<file path="src/rtl/prim_gate_arbiter.sv">
// prim_gate_arbiter: 4-way round-robin arbiter serving bitwise gate ops.
// Optional macro PRIM_GATE_ARB_ERR_EN adds the err port for opcode 11.
module prim_gate_arbiter #(
    parameter int WIDTH = 8
) (
    input  logic                  clk,
    input  logic                  rst,
    input  logic [3:0]            req,
    input  logic [3:0][1:0]       op,
    input  logic [3:0][WIDTH-1:0] a,
    input  logic [3:0][WIDTH-1:0] b,
    output logic [3:0]            gnt,
    output logic                  res_valid,
    input  logic                  res_ready,
    output logic [WIDTH-1:0]      res,
    output logic [1:0]            res_id
`ifdef PRIM_GATE_ARB_ERR_EN
    ,
    output logic                  err
`endif
);

    typedef enum logic [1:0] {
        S_IDLE,
        S_EXEC,
        S_RESP
    } state_t;

    state_t           r_state;
    logic [1:0]       r_ptr;
    logic [1:0]       r_win;
    logic [1:0]       r_op;
    logic [WIDTH-1:0] r_a;
    logic [WIDTH-1:0] r_b;
    logic [3:0]       r_gnt;
    logic             r_valid;
    logic [WIDTH-1:0] r_res;
    logic [1:0]       r_res_id;

    logic [3:0]       w_rot;
    logic [1:0]       w_off;
    logic [1:0]       w_win;
    logic [WIDTH-1:0] w_res;

`ifdef PRIM_GATE_ARB_ERR_EN
    logic             r_err;
    logic             w_err;
    assign err = r_err;
`endif

    assign gnt       = r_gnt;
    assign res_valid = r_valid;
    assign res       = r_res;
    assign res_id    = r_res_id;

    // Rotate requests so bit 0 is the requester at the round-robin pointer
    always_comb begin
        w_rot = '0;
        for (int i = 0; i < 4; i++) begin
            w_rot[i] = req[2'(r_ptr + 2'(i))];
        end
    end

    // First requester at or above the pointer, with wrap 3->0
    always_comb begin
        w_off = 2'd3;
        if (w_rot[0]) begin
            w_off = 2'd0;
        end else if (w_rot[1]) begin
            w_off = 2'd1;
        end else if (w_rot[2]) begin
            w_off = 2'd2;
        end
        w_win = r_ptr + w_off;
    end

    // Gate evaluation of the captured operands
    always_comb begin
        w_res = ~r_a;
`ifdef PRIM_GATE_ARB_ERR_EN
        w_err = 1'b0;
`endif
        case (r_op)
            2'b00: w_res = r_a & r_b;
            2'b01: w_res = ~(r_a & r_b);
            2'b10: w_res = ~r_a;
            default: begin
`ifdef PRIM_GATE_ARB_ERR_EN
                w_res = '0;
                w_err = 1'b1;
`else
                w_res = ~r_a;
`endif
            end
        endcase
    end

    // Control FSM: grant, evaluate, hold result until accepted
    always_ff @(posedge clk) begin
        if (rst) begin
            r_state  <= S_IDLE;
            r_ptr    <= 2'd0;
            r_win    <= 2'd0;
            r_op     <= 2'd0;
            r_a      <= '0;
            r_b      <= '0;
            r_gnt    <= 4'd0;
            r_valid  <= 1'b0;
            r_res    <= '0;
            r_res_id <= 2'd0;
`ifdef PRIM_GATE_ARB_ERR_EN
            r_err    <= 1'b0;
`endif
        end else begin
            r_gnt <= 4'd0;
            unique case (r_state)
                S_IDLE: begin
                    if (|req) begin
                        r_win   <= w_win;
                        r_op    <= op[w_win];
                        r_a     <= a[w_win];
                        r_b     <= b[w_win];
                        r_gnt   <= 4'd1 << w_win;
                        r_state <= S_EXEC;
                    end
                end
                S_EXEC: begin
                    r_res    <= w_res;
                    r_res_id <= r_win;
                    r_valid  <= 1'b1;
`ifdef PRIM_GATE_ARB_ERR_EN
                    r_err    <= w_err;
`endif
                    r_state  <= S_RESP;
                end
                S_RESP: begin
                    if (res_ready) begin
                        r_valid <= 1'b0;
`ifdef PRIM_GATE_ARB_ERR_EN
                        r_err   <= 1'b0;
`endif
                        r_ptr   <= r_win + 2'd1;
                        r_state <= S_IDLE;
                    end
                end
                default: r_state <= S_IDLE;
            endcase
        end
    end

endmodule

</file>
<file path="config.mk">
export PLATFORM = sky130hd
export DESIGN_NAME = prim_gate_arbiter
export DESIGN_NICKNAME = d
export VERILOG_FILES = /design/src/rtl/prim_gate_arbiter.sv
export SDC_FILE = /design/constraint.sdc
export NUM_CORES = 1
export LEC_CHECK = 0
export ABC_AREA = 1
export ABC_CLOCK_PERIOD_IN_PS = 2000
export CAP_MARGIN = 10
export CORE_ASPECT_RATIO = 0.8
export CORE_MARGIN = 3
export CORE_UTILIZATION = 39
export CTS_CLUSTER_SIZE = 14
export DETAILED_ROUTE_END_ITERATION = 8
export PLACE_DENSITY = 0.87
export SKIP_CTS_REPAIR_TIMING = 1
export SYNTH_ARGS = -nofsm -noshare
export SYNTH_HDL_FRONTEND = slang
export SYNTH_SLANG_ARGS = --single-unit
</file>
<file path="constraint.sdc">
create_clock -name clk -period 2 [get_ports clk]
set_input_delay 0.2 -clock clk [delete_from_list [all_inputs] [get_ports clk]]
set_output_delay 0.2 -clock clk [all_outputs]
set_load 0.005 [all_outputs]
</file>
==> summary.md, run 1 <==
| Metric | Value |
|---|---|
| CP startpoint | `r_ptr[0]` |
| Post-DP HPWL | `4880 microns` |
| Combinational fraction of design power | `~39%` |
| Max Transition Viols Final | `0` |
| Die area | `0.00672 sq mm` |
| Most common cell on crit path | `nand2_1` |
| # diodes | `0` |
| Share of power burned in registers | `39.8%` |
| Min-delay src | `res_valid` |
| Post-Synthesis Cells | `344` |
| Global route overflow | `0` |
| IO Pins | `94` |
| Share of layout cells above drive strength 1 | `around a tenth` |
| RSZ-0062 raised after global routing | `no` |
| Routed WL | `6430 microns` |
| Worst setup path endpoint | `r_b[2]` |
| CP max-delay cell | `dfxtp_4` |
| Clock transition at path regs | `70 ps` |
| Final hold viol count | `0` |
| Area delta synth->final | `50.4%` |
| R2R Path Start | `r_ptr[0]` |
| Startpoint Class | `flop` |
| Clock sink count | `39` |
| Largest net degree at the start of global routing | `just over 40` |
| Number of placed cells counting well taps | `503` |
| Buffers on Ports | `93` |
| Vias in the first global route | `2291` |
| Critical-path cell list | `inv_4, nand2_1, nand3_1, nand2_1, nand3_1, nand2_1, ha_4, inv_2, buf_12, nand2_1, nand2_1, nand3_1, nand3_1` |
| CTS Buf Count | `5` |
| RR Endpoint | `r_b[2]` |
| Synthesis Warnings | `0` |
| Initial antenna violation count | `0` |
| Layout Cells excl Fill | `just over 500` |
| Antenna viol nets, final | `0` |
| Max Fclk | `544 MHz` |
| Leakage | `0.00150 uW` |
| Slew HR | `78.4%` |
| Sequential area share after synthesis | `34.7%` |
| Final net count | `between 500 and 600` |
| Core Area | `0.00553 sq mm` |
| Peak VDD IR | `~0.29 mV` |
| CP required | `~2200 ps` |
| Clock share of power | `21.7%` |
| CP peak stage delay | `380 ps` |
| Hold crit path type | `flop to flop` |
| Slew at the pin with the worst max-slew slack | `323 ps` |
| Final min period | `1840 ps` |
| Top-area cell type share of the netlist area | `34.7%` |
| Max-cap violations | `0` |
| Via count | `2506` |
| Final period util | `~92%` |
| Switching share of power | `33.3%` |
| Drt wl/cell | `approximately 13 microns` |
| Gp weighted congestion | `approximately 0.89` |
| Worst-skew pair later-pin latency | `around 280 ps` |
| Root Buffer | `clkbuf_8` |
| CP endpoint kind | `flop` |
| TritonCTS clock tree | `built` |
| Final setup viols | `0` |
| Syn_area_per_cell | `6.54 sq um` |
| Dpl cell area | `0.00324 sq mm` |
| Syn_nets | `424` |
| Max Root-Sink Buffers | `2` |
| DRT Pass-1 Iters | `4` |
| NetSw | `roughly 800 uW` |
| # rows | `24` |
| Drt initial violations | `154` |
| Biggest area consumer among synthesized cells | `dfxtp_1` |
| Synth top area cells | `dfxtp_1 35%, nand2_1 25%, nand3_1 12%, nand3_2 5.8%, o21ai_0 4.7%` |
| Mapped Area | `about 0.0022 sq mm` |
| Internal power | `1610 uW` |
| Largest fanout on the critical path | `16` |
| Die width | `90.9 microns` |
| Vias per cell | `a little under 5` |
| Worst Skew | `around 4.8 ps` |
| Remaining DRCs | `0` |
| #FFs+latches synth | `39` |
| Pwr Density | `~710 mW/mm^2` |
| Outcome | `finished clean` |
| GRT Resource Usage Total | `19.0%` |
| Count of different cell masters after synthesis | `25` |
| Starting Density | `40.7%` |
| Reg2reg setup slack | `160 ps` |
| Setup CP Type | `flop to flop` |
| R2R depth | `13` |
| CP Data Arrival Time | `2000 ps` |
| Filler cells | `just over 500` |
| Htree depth | `2` |
| First-pass GRT wire length | `10400 microns` |
| Design Area, Final | `0.00338 sq mm` |
| Die H | `about 74 microns` |
## layer usage
layer  vias up  wire length, microns  global-route usage (%)
met1      1114                  2920                    24.8
met5         -                     0                       0
met4         0                    55                    4.52
met2       100                  2910                    31.4
li1       1287                     -                       -
met3         5                   534                    5.53
## flip-flops by register name, indices dropped and copies added, names as in the netlist
| signal | flops |
|---|---|
| gnt | 4 |
| r_a | 8 |
| r_b | 8 |
| r_op | 2 |
| r_ptr | 2 |
| r_state | 2 |
| r_win | 2 |
| res | 8 |
| res_id | 2 |
| res_valid | 1 |
## critical path: cells and delay by family, from the launching register on
family	cells	cell delay, ps
adder cells (fa/ha/maj)	1	300
buffers and inverters	3	290
AND/OR/NAND/NOR	9	750
flip-flops	1	380
## area by class of cell
type	instances	area (sq um)	area share [%]
flip-flops and latches	39	786	23.2
clock buffers	6	82.6	2.44
multi-input cells	275	1320	39.1
inverters	10	40.0	1.18
well taps	78	97.6	2.89
repair buffers	102	1050	31.0
clock inverters	1	5.00	0.148
## Yosys cell counts
library cell and number:
nand3b_1 1, nand3_1 53, or2_2 1, nand2_4 2, nand3_2 13, dfxtp_1 39
nand2_2 1, buf_2 3, ha_1 1, o21ai_0 21, and2_1 1, nor2_2 1
buf_4 1, inv_1 8, xor2_1 9, clkbuf_1 12, buf_1 1, a21oi_1 13
buf_8 1, buf_12 1, inv_2 2, nor2_1 9, a211o_1 1, clkbuf_8 1
nand2_1 148
## per-stage QoR
step / hold WS (ps) / util [%] / setup slack, ps / TNS [ps] / total power [uW]
after CTS: 465 / 60.3 / 29.9 / 0 / 2380
after global routing: 498 / 61.2 / 16.2 / 0 / 2570
after detailed placement: 453 / 58.7 / -193 / -2690 / 1860
after floorplan: 269 / - / 32.7 / 0 / 1500
after global placement: 448 / 58.7 / -110 / -1280 / 1830
final: 460 / 61.2 / 163 / 0 / 2410
## kinds of logic after synthesis
family          count (synthesis)  synth area share [%]
simple gates                  230                  46.2
flops                          39                  34.7
compound gates                 35                  7.96
buf+inv                        30                  7.01
xor+xnor                        9                  3.51
fa+ha+maj                       1                 0.556
## worst min path at each step
stage,end,slack [ps],depth (start not counted)
5_1_grt,r_b[4],500,2
4_1_cts,res_valid,460,2
2_1_floorplan,r_state[1],270,1
3_5_place_dp,r_b[1],450,2
6_report,res_valid,460,2
3_3_place_gp,r_a[2],450,2
## power groups by stage
| stage | registers, uW | clock network [uW] | logic [uW] |
|---|---|---|---|
| floorplan | 952 | 0 | 545 |
| global placement | 969 | 0 | 860 |
| detailed placement | 972 | 0 | 886 |
| CTS | 956 | 532 | 890 |
| global route | 971 | 564 | 1030 |
| finish | 958 | 522 | 926 |
## cells in the final DEF (no fill, tap or decap), drive strengths merged
cell type	Yosys	layout
ha	1	1
xor2	9	9
nor2	10	10
or2	1	1
o21ai	21	21
clkbuf	13	7
and2	1	1
buf	7	8
a211o	1	1
inv	10	10
a21oi	13	13
clkinv	0	1
dfxtp	39	39
nand3b	1	1
clkdlybuf4s50	0	93
nand3	66	66
nand2	151	151
Power figures use the tool's default switching activity.
==> inputs of run 2 (changes only) <==
CTS_CLUSTER_SIZE = 30   (was 14)
==> results of run 2 <==
No change in the layout: final DEF, timing and power equal those of run 1.
